==> config.mk <==
export PLATFORM = sky130hd
export DESIGN_NAME = pipe_ctrl_gen_flat
export DESIGN_NICKNAME = d
export VERILOG_FILES = /design/src/rtl/pipe_ctrl_gen_pkg.sv /design/src/rtl/pipe_ctrl_gen_if.sv /design/src/rtl/pipe_ctrl_gen_stall_chain.sv /design/src/rtl/pipe_ctrl_gen.sv /design/src/flat_wrapper.sv
export SDC_FILE = /design/constraint.sdc
export NUM_CORES = 1
export LEC_CHECK = 0
export ABC_AREA = 1
export BUFFER_PORTS_ARGS = -buffer_cell sky130_fd_sc_hd__buf_4
export CORE_ASPECT_RATIO = 0.5
export CORE_MARGIN = 4
export CORE_UTILIZATION = 25
export CTS_CLUSTER_SIZE = 12
export DETAILED_ROUTE_END_ITERATION = 10
export SYNTH_ARGS = -nofsm -noshare
export SYNTH_HDL_FRONTEND = slang
export SYNTH_HIERARCHICAL = 1
export SYNTH_SLANG_ARGS = --single-unit
==> constraint.sdc <==
create_clock -name clk -period 4.55 [get_ports clk]
set_input_delay 0.2275 -clock clk [delete_from_list [all_inputs] [get_ports clk]]
set_output_delay 0.2275 -clock clk [all_outputs]
set_load 0.05 [all_outputs]
==> src/rtl/pipe_ctrl_gen_pkg.sv <==
// Shared constants for the pipeline controller: FSM encodings, mtvec modes,
// CSR cause width and the trap-vector address helper.
package pipe_ctrl_pkg;

    typedef logic [1:0] state_t;

    localparam state_t ST_IDLE = 2'd0;
    localparam state_t ST_TRAP = 2'd1;
    localparam state_t ST_RET  = 2'd2;

    localparam logic [1:0] MTVEC_DIRECT   = 2'd0;
    localparam logic [1:0] MTVEC_VECTORED = 2'd1;

    // mcause image is {interrupt, code}
    localparam int CAUSE_W = 6;
    localparam int CODE_W  = CAUSE_W - 1;

    // Widest address the helper handles; callers cast to their own XLEN.
    localparam int ADDR_MAX_W = 64;

    // Vectored interrupts land at base + 4*id; everything else lands on base.
    function automatic logic [ADDR_MAX_W-1:0] trap_vector(
        input logic [ADDR_MAX_W-1:0] base_addr,
        input logic [ADDR_MAX_W-1:0] irq_num,
        input logic                  vec_irq
    );
        return vec_irq ? (base_addr + (irq_num << 2)) : base_addr;
    endfunction

endpackage

==> src/rtl/pipe_ctrl_gen_if.sv <==
// Control bundle between the pipeline datapath (master) and the pipeline
// controller (slave): hazard/trap requests in, redirect and per-stage
// flush/stall out.
interface pipe_ctrl_gen_if
    import pipe_ctrl_pkg::*;
#(
    parameter int NSTAGE = 5,
    parameter int XLEN   = 32,
    parameter int IRQ_W  = 5
) ();

    logic [NSTAGE-1:0]  stall_req;
    logic               branch_taken;
    logic               jump_taken;
    logic [XLEN-1:0]    branch_target_addr;
    logic [XLEN-1:0]    jump_target_addr;
    logic               fence;
    logic [XLEN-1:0]    pc_if;
    logic               exc_taken_wb;
    logic [CAUSE_W-1:0] exc_cause_wb;
    logic [XLEN-1:0]    exc_pc_wb;
    logic               mret_wb;
    logic               irq_pending;
    logic [IRQ_W-1:0]   irq_id;
    logic [XLEN-1:0]    mtvec;
    logic [XLEN-1:0]    mepc;

    logic               set_pc_valid;
    logic [XLEN-1:0]    set_pc;
    logic [NSTAGE-1:0]  flush;
    logic [NSTAGE-1:0]  stall;
    logic               csr_save;
    logic [CAUSE_W-1:0] csr_cause;
    logic [XLEN-1:0]    csr_epc;
    logic               csr_mret;
    logic               irq_taken_wb;

    modport master (
        output stall_req, branch_taken, jump_taken, branch_target_addr,
               jump_target_addr, fence, pc_if, exc_taken_wb, exc_cause_wb,
               exc_pc_wb, mret_wb, irq_pending, irq_id, mtvec, mepc,
        input  set_pc_valid, set_pc, flush, stall, csr_save, csr_cause,
               csr_epc, csr_mret, irq_taken_wb
    );

    modport slave (
        input  stall_req, branch_taken, jump_taken, branch_target_addr,
               jump_target_addr, fence, pc_if, exc_taken_wb, exc_cause_wb,
               exc_pc_wb, mret_wb, irq_pending, irq_id, mtvec, mepc,
        output set_pc_valid, set_pc, flush, stall, csr_save, csr_cause,
               csr_epc, csr_mret, irq_taken_wb
    );

endinterface

==> src/rtl/pipe_ctrl_gen_stall_chain.sv <==
// Back-pressure chain: a stage holds if it or any later stage asks to hold,
// and a bubble is injected into the first stage past the held region.
module pipe_stall_chain
    import pipe_ctrl_pkg::*;
#(
    parameter int NSTAGE = 5
) (
    input  logic [NSTAGE-1:0] stall_req,
    output logic [NSTAGE-1:0] stall_chain,
    output logic [NSTAGE-1:0] bubble
);

    for (genvar i = 0; i < NSTAGE; i++) begin : g_stage
        // Each stage sees the OR of its own request and every downstream one.
        assign stall_chain[i] = |stall_req[NSTAGE-1:i];

        if (i == 0) begin : g_first
            assign bubble[i] = 1'b0;
        end else begin : g_rest
            assign bubble[i] = stall_chain[i-1] & ~stall_chain[i];
        end
    end

endmodule

==> src/rtl/pipe_ctrl_gen.sv <==
// Pipeline controller for the in-order core: per-stage flush/stall,
// branch/fence redirect, and the trap/return sequencer that steers fetch
// to mtvec or mepc one cycle after the event retires at W.
//
//   state   | meaning
//   --------+------------------------------------------------------------
//   IDLE    | normal flow; hazards, redirects and trap/mret detection
//   TRAP    | pipeline drained by trap; redirect fetch to latched vector
//   RET     | pipeline drained by mret; redirect fetch to latched mepc
module pipe_ctrl_gen
    import pipe_ctrl_pkg::*;
#(
    parameter int NSTAGE   = 5,
    parameter int XLEN     = 32,
    parameter int BR_STAGE = 2,
    parameter int IRQ_W    = 5
) (
    input  logic         clk,
    input  logic         reset_n,
    pipe_ctrl_gen_if.slave bus
);

    // Stages upstream of the branch resolver hold wrong-path instructions.
    localparam logic [NSTAGE-1:0] BR_MASK = NSTAGE'((1 << BR_STAGE) - 1);
    localparam logic [NSTAGE-1:0] F_MASK  = NSTAGE'(1);

    state_t            state_q;
    state_t            state_d;
    logic [XLEN-1:0]   target_q;
    logic [XLEN-1:0]   target_d;

    logic [NSTAGE-1:0] stall_chain;
    logic [NSTAGE-1:0] bubble;
    logic [NSTAGE-1:0] flush_v;

    logic              in_idle;
    logic              exc_take;
    logic              irq_take;
    logic              trap_take;
    logic              ret_take;
    logic              redir_req;
    logic              br_accept;
    logic              fence_accept;
    logic              vec_irq;
    logic [XLEN-1:0]   br_addr;
    logic [XLEN-1:0]   mtvec_base;
    logic [XLEN-1:0]   trap_addr;

    pipe_stall_chain #(
        .NSTAGE (NSTAGE)
    ) u_stall_chain (
        .stall_req   (bus.stall_req),
        .stall_chain (stall_chain),
        .bubble      (bubble)
    );

    // Event qualification; exception beats interrupt, trap beats mret,
    // and both beat any younger redirect.
    always_comb begin
        in_idle      = (state_q == ST_IDLE);
        exc_take     = in_idle & bus.exc_taken_wb;
        irq_take     = in_idle & bus.irq_pending & ~bus.exc_taken_wb
                       & ~stall_chain[NSTAGE-1] & ~bus.mret_wb;
        trap_take    = exc_take | irq_take;
        ret_take     = in_idle & bus.mret_wb & ~bus.exc_taken_wb;
        redir_req    = bus.branch_taken | bus.jump_taken;
        br_accept    = in_idle & redir_req & ~stall_chain[BR_STAGE]
                       & ~trap_take & ~bus.mret_wb;
        fence_accept = in_idle & bus.fence & ~redir_req & ~trap_take
                       & ~bus.mret_wb & ~stall_chain[1];
        br_addr      = bus.jump_taken ? bus.jump_target_addr
                                      : bus.branch_target_addr;
    end

    // Trap vector: mode bits are masked off the base; only a vectored
    // interrupt adds the 4*id offset, exceptions always use the base.
    always_comb begin
        mtvec_base = {bus.mtvec[XLEN-1:2], 2'b00};
        vec_irq    = (bus.mtvec[1:0] == MTVEC_VECTORED) & irq_take;
        trap_addr  = XLEN'(trap_vector(ADDR_MAX_W'(mtvec_base),
                                       ADDR_MAX_W'(bus.irq_id),
                                       vec_irq));
    end

    // Next-state and redirect target capture.
    always_comb begin
        state_d  = ST_IDLE;
        target_d = target_q;
        case (state_q)
            ST_IDLE: begin
                if (trap_take) begin
                    state_d  = ST_TRAP;
                    target_d = trap_addr;
                end else if (ret_take) begin
                    state_d  = ST_RET;
                    target_d = bus.mepc;
                end
            end
            default: state_d = ST_IDLE;
        endcase
    end

    // Output decode; flush always overrides stall in the same stage.
    always_comb begin
        flush_v          = '0;
        bus.set_pc_valid = 1'b0;
        bus.set_pc       = '0;
        bus.flush        = '0;
        bus.stall        = '0;
        bus.csr_save     = 1'b0;
        bus.csr_cause    = '0;
        bus.csr_epc      = '0;
        bus.csr_mret     = 1'b0;
        bus.irq_taken_wb = 1'b0;

        if (!in_idle) begin
            // Pipeline is already empty; just restart fetch at the target.
            bus.set_pc_valid = 1'b1;
            bus.set_pc       = target_q;
            bus.flush        = F_MASK;
        end else begin
            flush_v = bubble;
            if (trap_take || ret_take) begin
                flush_v = '1;
            end else if (br_accept) begin
                flush_v          = bubble | BR_MASK;
                bus.set_pc_valid = 1'b1;
                bus.set_pc       = br_addr;
            end else if (fence_accept) begin
                flush_v          = bubble | F_MASK;
                bus.set_pc_valid = 1'b1;
                bus.set_pc       = bus.pc_if;
            end

            bus.flush = flush_v;
            bus.stall = stall_chain & ~flush_v;

            if (trap_take) begin
                bus.csr_save  = 1'b1;
                bus.csr_epc   = bus.exc_pc_wb;
                bus.csr_cause = exc_take
                                ? (bus.exc_cause_wb & {1'b0, {CODE_W{1'b1}}})
                                : {1'b1, CODE_W'(bus.irq_id)};
            end
            bus.csr_mret     = ret_take;
            bus.irq_taken_wb = irq_take;
        end
    end

    // State and latched redirect target.
    always_ff @(posedge clk or negedge reset_n) begin
        if (!reset_n) begin
            state_q  <= ST_IDLE;
            target_q <= '0;
        end else begin
            state_q  <= state_d;
            target_q <= target_d;
        end
    end

endmodule

==> src/flat_wrapper.sv <==
// flat-port wrapper written by rule: the top's interface ports become plain ports
module pipe_ctrl_gen_flat import pipe_ctrl_pkg::*;
#(
    parameter int NSTAGE   = 5,
    parameter int XLEN     = 32,
    parameter int BR_STAGE = 2,
    parameter int IRQ_W    = 5
)
  (clk, reset_n, bus_stall_req, bus_branch_taken, bus_jump_taken, bus_branch_target_addr, bus_jump_target_addr, bus_fence, bus_pc_if, bus_exc_taken_wb, bus_exc_cause_wb, bus_exc_pc_wb, bus_mret_wb, bus_irq_pending, bus_irq_id, bus_mtvec, bus_mepc, bus_set_pc_valid, bus_set_pc, bus_flush, bus_stall, bus_csr_save, bus_csr_cause, bus_csr_epc, bus_csr_mret, bus_irq_taken_wb);
  pipe_ctrl_gen_if #(.NSTAGE(NSTAGE), .XLEN(XLEN), .IRQ_W(IRQ_W)) bus_i ();
  input  logic clk;
  input  logic reset_n;
  input wire logic [$bits(bus_i.stall_req)-1:0] bus_stall_req;
  input wire logic [$bits(bus_i.branch_taken)-1:0] bus_branch_taken;
  input wire logic [$bits(bus_i.jump_taken)-1:0] bus_jump_taken;
  input wire logic [$bits(bus_i.branch_target_addr)-1:0] bus_branch_target_addr;
  input wire logic [$bits(bus_i.jump_target_addr)-1:0] bus_jump_target_addr;
  input wire logic [$bits(bus_i.fence)-1:0] bus_fence;
  input wire logic [$bits(bus_i.pc_if)-1:0] bus_pc_if;
  input wire logic [$bits(bus_i.exc_taken_wb)-1:0] bus_exc_taken_wb;
  input wire logic [$bits(bus_i.exc_cause_wb)-1:0] bus_exc_cause_wb;
  input wire logic [$bits(bus_i.exc_pc_wb)-1:0] bus_exc_pc_wb;
  input wire logic [$bits(bus_i.mret_wb)-1:0] bus_mret_wb;
  input wire logic [$bits(bus_i.irq_pending)-1:0] bus_irq_pending;
  input wire logic [$bits(bus_i.irq_id)-1:0] bus_irq_id;
  input wire logic [$bits(bus_i.mtvec)-1:0] bus_mtvec;
  input wire logic [$bits(bus_i.mepc)-1:0] bus_mepc;
  output wire logic [$bits(bus_i.set_pc_valid)-1:0] bus_set_pc_valid;
  output wire logic [$bits(bus_i.set_pc)-1:0] bus_set_pc;
  output wire logic [$bits(bus_i.flush)-1:0] bus_flush;
  output wire logic [$bits(bus_i.stall)-1:0] bus_stall;
  output wire logic [$bits(bus_i.csr_save)-1:0] bus_csr_save;
  output wire logic [$bits(bus_i.csr_cause)-1:0] bus_csr_cause;
  output wire logic [$bits(bus_i.csr_epc)-1:0] bus_csr_epc;
  output wire logic [$bits(bus_i.csr_mret)-1:0] bus_csr_mret;
  output wire logic [$bits(bus_i.irq_taken_wb)-1:0] bus_irq_taken_wb;
  assign bus_i.stall_req = bus_stall_req;
  assign bus_i.branch_taken = bus_branch_taken;
  assign bus_i.jump_taken = bus_jump_taken;
  assign bus_i.branch_target_addr = bus_branch_target_addr;
  assign bus_i.jump_target_addr = bus_jump_target_addr;
  assign bus_i.fence = bus_fence;
  assign bus_i.pc_if = bus_pc_if;
  assign bus_i.exc_taken_wb = bus_exc_taken_wb;
  assign bus_i.exc_cause_wb = bus_exc_cause_wb;
  assign bus_i.exc_pc_wb = bus_exc_pc_wb;
  assign bus_i.mret_wb = bus_mret_wb;
  assign bus_i.irq_pending = bus_irq_pending;
  assign bus_i.irq_id = bus_irq_id;
  assign bus_i.mtvec = bus_mtvec;
  assign bus_i.mepc = bus_mepc;
  assign bus_set_pc_valid = bus_i.set_pc_valid;
  assign bus_set_pc = bus_i.set_pc;
  assign bus_flush = bus_i.flush;
  assign bus_stall = bus_i.stall;
  assign bus_csr_save = bus_i.csr_save;
  assign bus_csr_cause = bus_i.csr_cause;
  assign bus_csr_epc = bus_i.csr_epc;
  assign bus_csr_mret = bus_i.csr_mret;
  assign bus_irq_taken_wb = bus_i.irq_taken_wb;
  pipe_ctrl_gen #(.NSTAGE(NSTAGE), .XLEN(XLEN), .BR_STAGE(BR_STAGE), .IRQ_W(IRQ_W)) u_core (.clk(clk), .reset_n(reset_n), .bus(bus_i));
endmodule
## Word level (Yosys, flattened, before mapping)

Index checks and enable logic that the tools add are counted.

| word-level totals | value |
|---|---|
| flip-flop bits (word level) | 34 |
| latch bits | 0 |
| bits in writable memories | 0 |
| memory bits (read-only) | 0 |
| bits of input ports | 216 |
| output and inout port bits | 84 |
| logic and storage cells | 75 |
| memories | 0 |

| cells by class | value |
|---|---|
| $add $sub $neg | 1 |
| multiply operators | 0 |
| div/mod/pow operators | 0 |
| order comparisons | 0 |
| equal/unequal tests | 1 |
| shifts and indexed selects | 0 |
| multiplexer cells | 30 |
| bitwise gates (word level) | 33 |
| reductions and logical operators | 8 |

Operators with widths:

| kind | count |
|---|---|
| two-way mux 32 bit | 10 |
| adder 32 x 7 -> 32 bit | 1 |
| AND 1 bit | 21 |
| two-way mux 5 bit | 4 |
| two-way mux 6 bit | 3 |
| two-way mux 1 bit | 9 |
| two-way mux 2 bit | 4 |
| NOT 1 bit | 8 |
| AND 5 bit | 1 |
| NOT 5 bit | 1 |
| OR reduction 5 bit | 1 |
| OR reduction 4 bit | 1 |
| OR reduction 3 bit | 1 |
| == test 2 x 1 -> 1 bit (second input constant) | 1 |
| logical NOT 2 bit | 1 |
| OR 1 bit | 2 |
| AND reduction 2 bit | 1 |
| nonzero test 2 bit | 1 |
| OR reduction 2 bit | 1 |
| logical OR 1 bit | 1 |

## Depth between registers and ports, before layout

Gate-level depths: netlist of the first run.

| depth | value |
|---|---|
| depth in word-level cells | 17 |
| depth in mapped cells | 13 |
| depth with buffers taken out | 13 |

## Cells and area by module

The synthesis of the first run kept the hierarchy.

By module, submodules not included:

| module | instances | cells an instance | area each (sq um) | sequential area each (sq um) |
|---|---|---|---|---|
| pipe_ctrl_gen | 1 | 767 | 4480.5 | 850.8 |
| pipe_stall_chain | 1 | 17 | 90.1 | 0.0 |

## Least setup slack after synthesis of the first run

OpenSTA, ideal clock, no wires.

| timing | value |
|---|---|
| kind | reg-to-output |
| start point | register u_core.state_q[0] |
| end point | output port bus_flush[1] |
| arrival time | 2.354 ns |
| required time | 4.323 ns |
| setup slack | 1.969 ns |
| cell stages (with the launch flop) | 7 |
| buffers on the path | 1 |
| cell sequence | dfrtp_1 -> inv_1 -> nand2_1 -> nor3_4 -> nor2_4 -> clkbuf_1 -> a31oi_1 |

| on the way | value |
|---|---|
| longest elaborated chain between the ends | 13 |
| elaborated cells on any way between the ends | 19 |
| those cells by class | mux (4); bitwise (13); reduce/logical (2) |

RTL lines:

| element | line | source |
|---|---|---|
| from (decl) | pipe_ctrl_gen.sv:27 | `state_t state_q;` |
| from (signal assigned) | pipe_ctrl_gen.sv:156 | `state_q <= state_d;` |
| logical NOT 2 bit (*) | pipe_ctrl_gen.sv:60 | `in_idle = (state_q == ST_IDLE);` |
| AND 1 bit (2 in a row) | pipe_ctrl_gen.sv:62 | `irq_take = in_idle & bus.irq_pending & ~bus.exc_taken_wb` |
| AND 1 bit (2 in a row) | pipe_ctrl_gen.sv:63 | `& ~stall_chain[NSTAGE-1] & ~bus.mret_wb;` |
| OR 1 bit | pipe_ctrl_gen.sv:64 | `trap_take = exc_take \| irq_take;` |
| NOT 1 bit | pipe_ctrl_gen.sv:68 | `& ~trap_take & ~bus.mret_wb;` |
| AND 1 bit (2 in a row) | pipe_ctrl_gen.sv:68 |  |
| two-way mux 2 bit | pipe_ctrl_gen.sv:125 | `end else if (br_accept) begin` |
| two-way mux 5 bit | pipe_ctrl_gen.sv:123 | `if (trap_take \|\| ret_take) begin` |
| two-way mux 5 bit | pipe_ctrl_gen.sv:116 | `if (!in_idle) begin` |
| two-way mux 5 bit (*) | pipe_ctrl_gen.sv:116 |  |
| to (decl) | flat_wrapper.sv:30 | `output wire logic [$bits(bus_i.flush)-1:0] bus_flush;` |

Every way passes the cells marked *; elsewhere a longest branch is shown, timed or not. The select of a mux whose other input is x is not followed.

## Worst setup path after layout of the first run

| timing | value |
|---|---|
| start point | register u_core.state_q[1] |
| end point | output port bus_stall[0] |

| on the way | value |
|---|---|
| longest elaborated chain between the ends | 17 |
| elaborated cells on any way between the ends | 27 |
| those cells by class | mux (5); bitwise (20); reduce/logical (2) |

RTL lines:

| element | line | source |
|---|---|---|
| logical NOT 2 bit (*) | pipe_ctrl_gen.sv:60 |  |
| AND 1 bit (2 in a row) | pipe_ctrl_gen.sv:62 |  |
| AND 1 bit (2 in a row) | pipe_ctrl_gen.sv:63 |  |
| OR 1 bit | pipe_ctrl_gen.sv:64 |  |
| NOT 1 bit | pipe_ctrl_gen.sv:68, pipe_ctrl_gen.sv:69 |  |
| AND 1 bit | pipe_ctrl_gen.sv:69 | `fence_accept = in_idle & bus.fence & ~redir_req & ~trap_take` |
| AND 1 bit (2 in a row) | pipe_ctrl_gen.sv:70 | `& ~bus.mret_wb & ~stall_chain[1];` |
| two-way mux 1 bit | pipe_ctrl_gen.sv:129 | `end else if (fence_accept) begin` |
| two-way mux 2 bit | pipe_ctrl_gen.sv:125 |  |
| two-way mux 5 bit | pipe_ctrl_gen.sv:123 |  |
| two-way mux 5 bit | pipe_ctrl_gen.sv:116 |  |
| NOT 5 bit | pipe_ctrl_gen.sv:136 | `bus.stall = stall_chain & ~flush_v;` |
| AND 5 bit | pipe_ctrl_gen.sv:136 |  |
| two-way mux 5 bit (*) | pipe_ctrl_gen.sv:116 |  |
| to (decl) | flat_wrapper.sv:31 | `output wire logic [$bits(bus_i.stall)-1:0] bus_stall;` |

Marked as above.

==> results_tabular.tex, run 1 <==
\begin{tabular}{lr}
\hline
Metric & Value \\
\hline
\multicolumn{2}{l}{\textbf{Clocking}} \\
\quad Buffers inserted by post-CTS timing repair & 0 \\
\quad Clk pin slew, worst setup/hold paths & 50 ps \\
\quad Clock buffer count from CTS & 5 \\
\quad Clock insertion delay at the later pin of the skew report & 280 ps \\
\quad Number of levels in the clock H-tree & 2 \\
\quad Clk Tree Root Cell & sky130\_fd\_sc\_hd\_\_clkbuf\_16 \\
\quad Clock tree sinks & 34 \\
\quad Maximum root-to-sink buffer count & 2 \\
\quad CTS tree & built \\
\multicolumn{2}{l}{\textbf{Finish}} \\
\quad Fraction of final layout cells sized beyond drive strength 1 & 34.44\% \\
\quad Multi-input gate area in the final layout & 2954 µm² \\
\quad Count of filler cells inserted in the layout & 1900 \\
\quad Filler-free cell count of the finished design & 1288 \\
\quad Area delta synth->final & 54.45\% \\
\quad Count of antenna diodes in the layout & 0 \\
\quad Final non-filler cell area & 7059 µm² \\
\quad Sequential cell area & 850.8 µm² \\
\quad Final-stage net count & 1275 \\
\multicolumn{2}{l}{\textbf{STA}} \\
\quad Slew Limit Fails & 0 \\
\quad RSZ-0062 raised after global routing & no \\
\quad Highest clock frequency the design can meet & 279.3 MHz \\
\quad Shortest period the worst path allows & 3581 ps \\
\quad Final Hold Fails & 0 \\
\quad Worst hold slack & 167.2 ps \\
\quad Max transition margin & 32.78\% \\
\quad Setup TNS & 0 ps \\
\quad Endpoints failing setup & 0 \\
\quad Worst setup skew after layout & 4.255 ps \\
\quad Worst-Margin Slew & 1008 ps \\
\quad Period utilisation layout & 78.70\% \\
\multicolumn{2}{l}{\textbf{Power and ir drop}} \\
\quad Switching Share & 47.38\% \\
\quad Clock power frac & 18.1\% \\
\quad Sequential share of power & 22.6\% \\
\quad Combinational group share of total power & 59.3\% \\
\quad Power density over the cells & 262.1 nW/µm² \\
\quad Leakage power & 3.970 nW \\
\quad Switching power & 0.8766 mW \\
\quad Design internal power & 0.9734 mW \\
\quad VDD IR max & 0.1290 mV \\
\multicolumn{2}{l}{\textbf{Synthesis}} \\
\quad Top cells by area, synth & sky130\_fd\_sc\_hd\_\_nand2\_1, sky130\_fd\_sc\_hd\_\_dfrtp\_1, sky130\_fd\_sc\_hd\_\_inv\_1 \\
\quad Cell taking the most area after synthesis & sky130\_fd\_sc\_hd\_\_nand2\_1 \\
\quad FF+latch count, synth & 34 \\
\quad Most used flip-flop cell after synthesis & sky130\_fd\_sc\_hd\_\_dfrtp\_1 \\
\quad Fraction of registers with async set or reset after synthesis & 100.0\% \\
\quad Most frequent cell after synthesis & sky130\_fd\_sc\_hd\_\_nand2\_1 \\
\quad Area share of the largest cell type after synthesis & 19.22\% \\
\quad Leading cell types by count after synthesis & sky130\_fd\_sc\_hd\_\_nand2\_1, sky130\_fd\_sc\_hd\_\_inv\_1, sky130\_fd\_sc\_hd\_\_nor2\_1 \\
\quad Post-Syn Instances & 784 \\
\quad Sequential share of the synthesized area & 18.61\% \\
\quad Number of flops mapped to enable cells by yosys & 0 \\
\quad Avg Inst Size Synth & 5.830 µm² \\
\quad Mapped Nets & 1006 \\
\quad Warnings, synthesis & 6 \\
\quad Synthesized cell area & 4571 µm² \\
\quad Distinct cells, synth & 43 \\
\multicolumn{2}{l}{\textbf{Placement}} \\
\quad Area after detailed placement & 6902 µm² \\
\quad DPL Wire Length & 16.58 mm \\
\quad Placed Cells & 1279 \\
\quad GPL Wtd Cong & 0.8441 \\
\quad Count of input and output buffers & 298 \\
\multicolumn{2}{l}{\textbf{Setup path}} \\
\quad CP Capture Type & output pin \\
\quad Worst Reg2Reg Path Length in Cells & 9 \\
\quad Worst reg2reg path endpoint & u\_core/target\_q[8] \\
\quad Worst setup endpoint & bus\_stall[0] \\
\quad Origin of the worst setup path & u\_core/state\_q[1] \\
\quad Crit Path Category & reg2out \\
\quad Critical Path RT & 4320 ps \\
\quad Start of the worst register-to-register path & u\_core/state\_q[1] \\
\quad Arrival time reported for the critical path endpoint & 3350 ps \\
\quad Worst R2R Setup Slack & 1620 ps \\
\quad Top fanout value on the critical path & 57 \\
\quad Launching element type of the critical path & flop \\
\multicolumn{2}{l}{\textbf{Floorplanning}} \\
\quad Number of core rows & 34 \\
\quad Total I/O pin count & 300 \\
\quad Area inside the core boundary & 17650 µm² \\
\quad Starting utilization of the core area & 25.89\% \\
\quad Floorplan die area & 20640 µm² \\
\quad Vertical extent of the die & 103.6 µm \\
\quad Floorplan die width & 199.2 µm \\
\multicolumn{2}{l}{\textbf{Global route}} \\
\quad Routing layer with the top usage in global route & met2 \\
\quad Maximum number of pins on one net before global-route repair & 66 \\
\quad Met2 Usage GRT & 30.31\% \\
\quad M1 GR Usage & 25.68\% \\
\quad Total congestion overflow after global routing & 0 \\
\quad Number of global-route vias before repair & 5492 \\
\quad First-pass GRT wire length & 30.27 mm \\
\quad Antenna violations before repair & 0 \\
\quad Total track usage & 18.14\% \\
\quad Met3 Track Usage GR & 1.362\% \\
\multicolumn{2}{l}{\textbf{Flow run}} \\
\quad Number of maximum-capacitance constraint violations & 0 \\
\multicolumn{2}{l}{\textbf{Drt}} \\
\quad WL final & 20.15 mm \\
\quad Vias after detailed routing & 5866 \\
\quad Antenna Violating Nets Remaining & 0 \\
\quad Mean number of vias per cell & 4.554 \\
\quad Average detailed-routed wire length per instance & 15.64 µm \\
\quad Pre-antenna DRT Iters & 5 \\
\quad Drt first-iter violations & 470 \\
\quad Post-route DRC violation count & 0 \\
\multicolumn{2}{l}{\textbf{Status}} \\
\quad Result of the run & completed \\
\multicolumn{2}{l}{\textbf{Worst hold path}} \\
\quad Hold Path Class & in2reg \\
\hline
\end{tabular}
[layout by cell type, fill, tap and decap left out, drive strengths merged, types with 2 or more instances in the layout]
cell    netlist  final
a21oi        26     26
a22oi         4      4
buf          26    301
clkbuf       14      7
dfrtp        34     34
ha            5      5
inv         145    145
mux2          5      5
nand2       238    238
nand3        50     50
nand3b        2      2
nand4        17     17
nor2        116    116
nor3          4      4
nor4          3      3
o211ai        4      4
o21ai        40     40
o21bai        4      4
o221ai       32     32
or2           3      3
xnor2         3      3
xor2          4      4
[sequential cells by signal, summed over array words and instances (netlist names)]
register	cells
u_core/target_q	32
u_core/state_q	2
[per-stage QoR]
stage / power [mW] / worst slack, ps / util [%]
after CTS: 1.858 / 1003 / 39.99
after detailed placement: 1.519 / 1310 / 39.09
after global routing: 1.956 / 800.7 / 39.99
after global placement: 1.505 / 1327 / 39.09
final: 1.850 / 969.3 / 39.99
after floorplan: 1.105 / 1969 / -
[worst max-delay path, stage by stage, from the launching register on]
cell                      delay [ps]
sky130_fd_sc_hd__dfrtp_1         400
sky130_fd_sc_hd__nor2_4          480
sky130_fd_sc_hd__nand3_2         330
sky130_fd_sc_hd__nand2_4         310
sky130_fd_sc_hd__inv_2           420
sky130_fd_sc_hd__nand3_4         560
sky130_fd_sc_hd__nand3_1         180
sky130_fd_sc_hd__nor2_1          130
sky130_fd_sc_hd__buf_4           210
[how the worst min path moves through the flow]
stage	slack [ps]	to	from	cells after the start
floorplan	-70	u_core/state_q[0]	reset_n	0
global placement	200	u_core/target_q[7]	reset_n	1
detailed placement	200	u_core/target_q[7]	reset_n	1
CTS	170	u_core/state_q[1]	bus_exc_taken_wb	2
global route	170	u_core/state_q[1]	bus_exc_taken_wb	2
finish	170	u_core/state_q[1]	bus_exc_taken_wb	2
[cell type report]
cell class,count,share of cell area [%]
inverter,145,7.710
tap,234,4.147
clock buffer,7,2.021
multi-input combinational,565,41.85
clock inverter,1,0.07090
timing repair buffer,302,32.15
sequential,34,12.05
[cell families (layout without fill, tap and decap cells)]
logic type / after synthesis / after routing / share of synthesized area [%]
AND/OR/NAND/NOR: 433 / 433 / 41.77
buffers and inverters: 185 / 455 / 16.75
flip-flops: 34 / 34 / 18.61
adder cells (fa/ha/maj): 6 / 6 / 1.807
other: 1 / 1 / 0.08205
multiplexers: 5 / 5 / 1.232
XOR/XNOR: 7 / 7 / 1.341
AO/OA/AOI/OAI: 113 / 113 / 18.40
[power groups by stage]
stage / Combinational [mW] / Sequential [mW] / Clock [mW]
global route: 1.18 / 0.424 / 0.354
detailed placement: 1.10 / 0.421 / 0
CTS: 1.10 / 0.416 / 0.339
finish: 1.10 / 0.417 / 0.336
global placement: 1.09 / 0.419 / 0
floorplan: 0.700 / 0.405 / 0
[per-layer routing]
layer  vias to the layer above  part of all wire [%]
li1                       3013                     -
met4                         0                   1.5
met1                      2663                    46
met5                         -                     0
met3                        20                   4.6
met2                       170                    48
[repair_timing]
action | CTS | global route
endpoints found under the hold margin | 34 | 0
gates resized for setup | 0 | 0
hold buffers | 1 | 0
endpoints found under the setup margin | 0 | 0
No activity file was read; power rests on OpenSTA's default activity.
==> run 2, diff against run 1 <==
clock period = 3.3 ns   (was 4.55 ns; I/O delays follow)
==> results_tabular.tex, run 2 (same netlist as run 1, synthesis figures left out) <==
\begin{tabular}{lr}
\hline
Metric & Value \\
\hline
\multicolumn{2}{l}{\textbf{Status}} \\
\quad Result of the run & completed \\
\multicolumn{2}{l}{\textbf{Placement}} \\
\quad GPL Wtd Cong & 0.8749 (+3.6\%) \\
\quad Area after detailed placement & 6939 µm² (+0.54\%) \\
\quad Count of input and output buffers & 298 (unchanged) \\
\quad DPL Wire Length & 16.60 mm (+0.17\%) \\
\multicolumn{2}{l}{\textbf{Finish}} \\
\quad Max reg flops & 32 (unchanged) \\
\quad Commonest non-fill, non-tap cell in the layout & sky130\_fd\_sc\_hd\_\_buf\_4 \\
\quad Final non-filler cell area & 7143 µm² (+1.2\%) \\
\quad Final-stage net count & 1280 (+0.39\%) \\
\quad Biggest register & u\_core/target\_q \\
\quad Commonest non-fill, non-tap cells in the layout & sky130\_fd\_sc\_hd\_\_buf\_4, sky130\_fd\_sc\_hd\_\_nand2\_1, sky130\_fd\_sc\_hd\_\_inv\_1 \\
\quad Fraction of final layout cells sized beyond drive strength 1 & 34.84\% (+0.40 points) \\
\quad Area delta synth->final & 56.28\% \\
\quad Largest registers & u\_core/target\_q: 32 flops, u\_core/state\_q: 2 flops \\
\quad Count of antenna diodes in the layout & 0 (unchanged) \\
\multicolumn{2}{l}{\textbf{Global route}} \\
\quad Maximum number of pins on one net before global-route repair & 66 (unchanged) \\
\quad Total track usage & 18.12\% (-0.021 points) \\
\quad Number of global-route vias before repair & 5414 (-1.4\%) \\
\quad Antenna violations before repair & 0 (unchanged) \\
\quad Total congestion overflow after global routing & 0 (unchanged) \\
\quad First-pass GRT wire length & 30.28 mm (about the same) \\
\multicolumn{2}{l}{\textbf{Clocking}} \\
\quad Number of levels in the clock H-tree & 2 (unchanged) \\
\quad Clock buffer count from CTS & 5 (unchanged) \\
\quad Clk pin slew, worst setup/hold paths & 50 ps (about the same) \\
\quad Clock tree sinks & 34 (unchanged) \\
\quad CTS tree & built \\
\quad Buffers inserted by post-CTS timing repair & 0 (unchanged) \\
\quad Clock insertion delay at the later pin of the skew report & 280 ps (about the same) \\
\quad Cts repair resizes & 0 (unchanged) \\
\quad Clk Tree Root Cell & sky130\_fd\_sc\_hd\_\_clkbuf\_16 \\
\quad Maximum root-to-sink buffer count & 2 (unchanged) \\
\multicolumn{2}{l}{\textbf{Drt}} \\
\quad Met2 WL & 9.613 mm (-0.78\%) \\
\quad Drt first-iter violations & 372 (-21\%) \\
\quad Post-Route M1 WL & 9.319 mm (+0.96\%) \\
\quad Mean number of vias per cell & 4.524 (-0.68\%) \\
\quad WL final & 19.95 mm (-1.0\%) \\
\quad Highest layer used for signal routing & met4 \\
\quad Average detailed-routed wire length per instance & 15.43 µm (-1.4\%) \\
\quad Antenna Violating Nets Remaining & 0 (unchanged) \\
\quad Pre-antenna DRT Iters & 6 (+1) \\
\quad Met3 wirelength from detailed routing & 820 µm (-12\%) \\
\quad Post-route DRC violation count & 0 (unchanged) \\
\quad Vias after detailed routing & 5849 (-0.29\%) \\
\multicolumn{2}{l}{\textbf{STA}} \\
\quad Max transition margin & 59.72\% (+27 points) \\
\quad Worst setup skew after layout & 6.992 ps (+2.737 ps) \\
\quad Setup TNS & 0 ps (unchanged) \\
\quad Endpoints failing setup & 0 (unchanged) \\
\quad Worst hold slack & 125.4 ps (-41.82 ps) \\
\quad Final Hold Fails & 0 (unchanged) \\
\quad RSZ-0062 raised after global routing & no \\
\quad Period utilisation layout & 78.71\% \\
\quad Slew Limit Fails & 0 (unchanged) \\
\quad Highest clock frequency the design can meet & 385.0 MHz \\
\quad Shortest period the worst path allows & 2597 ps \\
\quad Worst-Margin Slew & 602.8 ps (-405.4 ps) \\
\multicolumn{2}{l}{\textbf{Floorplanning}} \\
\quad Vertical extent of the die & 103.6 µm (unchanged) \\
\quad Number of core rows & 34 (unchanged) \\
\quad Floorplan die area & 20640 µm² (unchanged) \\
\quad Total I/O pin count & 300 (unchanged) \\
\quad Area inside the core boundary & 17650 µm² (unchanged) \\
\quad Starting utilization of the core area & 25.89\% (unchanged) \\
\quad Floorplan die width & 199.2 µm (unchanged) \\
\multicolumn{2}{l}{\textbf{Setup path}} \\
\quad Launching element type of the critical path & flop \\
\quad Arrival time reported for the critical path endpoint & 2430 ps (-920 ps) \\
\quad CP Capture Type & output pin \\
\quad Critical Path RT & 3130 ps (-1190 ps) \\
\quad Top fanout value on the critical path & 40 (-30\%) \\
\quad Worst Reg2Reg Path Length in Cells & 8 (-1) \\
\quad Crit Path Category & reg2out \\
\multicolumn{2}{l}{\textbf{Flow run}} \\
\quad Number of maximum-capacitance constraint violations & 0 (unchanged) \\
\multicolumn{2}{l}{\textbf{Power and ir drop}} \\
\quad VDD IR max & 0.1727 mV (+34\%) \\
\quad Leakage power & 4.012 nW (+1.1\%) \\
\quad Power density over the cells & 379.2 nW/µm² (+45\%) \\
\multicolumn{2}{l}{\textbf{Worst hold path}} \\
\quad Hold Path Class & in2reg \\
\quad Hold path cells & 2 (unchanged) \\
\hline
\end{tabular}
==> run 2: cell type report <==
cell class | count | area, µm²
fillers | 1885 | 10510
well taps | 234 | 292.8
clock inverters | 3 | 68.82
inverters | 145 | 544.3
repair buffers | 307 | 2307
clock buffers | 5 | 125.1
flip-flops and latches | 34 | 850.8
multi-input cells | 565 | 2954
==> run 2: report_power, final <==
| group | internal (mW) | switching [mW] |
|---|---|---|
| Clock | 0.434 | 0.186 |
| Sequential | 0.516 | 0.0605 |
| Combinational | 0.532 | 0.980 |
==> run 2: critical path: stages (launching register included) <==
cell	delay, ps
sky130_fd_sc_hd__dfrtp_1	400
sky130_fd_sc_hd__nor2_4	150
sky130_fd_sc_hd__nand3_2	200
sky130_fd_sc_hd__nand2_4	250
sky130_fd_sc_hd__buf_4	430
sky130_fd_sc_hd__nor2_4	100
sky130_fd_sc_hd__inv_2	220
sky130_fd_sc_hd__nor2_1	90
sky130_fd_sc_hd__nand2_1	70
sky130_fd_sc_hd__nor2_1	40
sky130_fd_sc_hd__buf_4	200
==> run 2: repair_timing <==
action                                 in CTS  in global routing
hold buffers                                1                  0
endpoints found under the hold margin      34                  0
setup endpoints to repair                   0                  0
==> run 2: per-stage QoR <==
step                      utilization, %  std cells  worst slack, ps  power [mW]
after floorplan                        -        784            781.2       1.524
after detailed placement           39.31       1284            811.6       2.095
after CTS                          40.46       1293            692.9       2.719
final                              40.46       1293            702.7       2.708
after global placement             39.31       1284            854.7       2.083
after global routing               40.46       1293            476.7       2.856
==> run 2: worst paths after layout <==
check                           slack (ps)                  end           startpoint
worst max-delay path                   700         bus_stall[4]    u_core/state_q[1]
worst min-delay path                   130    u_core/state_q[1]     bus_exc_taken_wb
worst max register to register        1040   u_core/target_q[3]    u_core/state_q[1]
worst min register to register         490  u_core/target_q[19]  u_core/target_q[19]
max in group asynchronous             2590  u_core/target_q[11]              reset_n
min in group asynchronous              380   u_core/target_q[1]              reset_n
==> run 2: layer usage <==
layer | up-vias | track usage [%]
met3 | 14 | 1.200
met4 | 0 | 2.780
met1 | 2668 | 25.87
met5 | - | 0
met2 | 146 | 30.58
li1 | 3021 | -
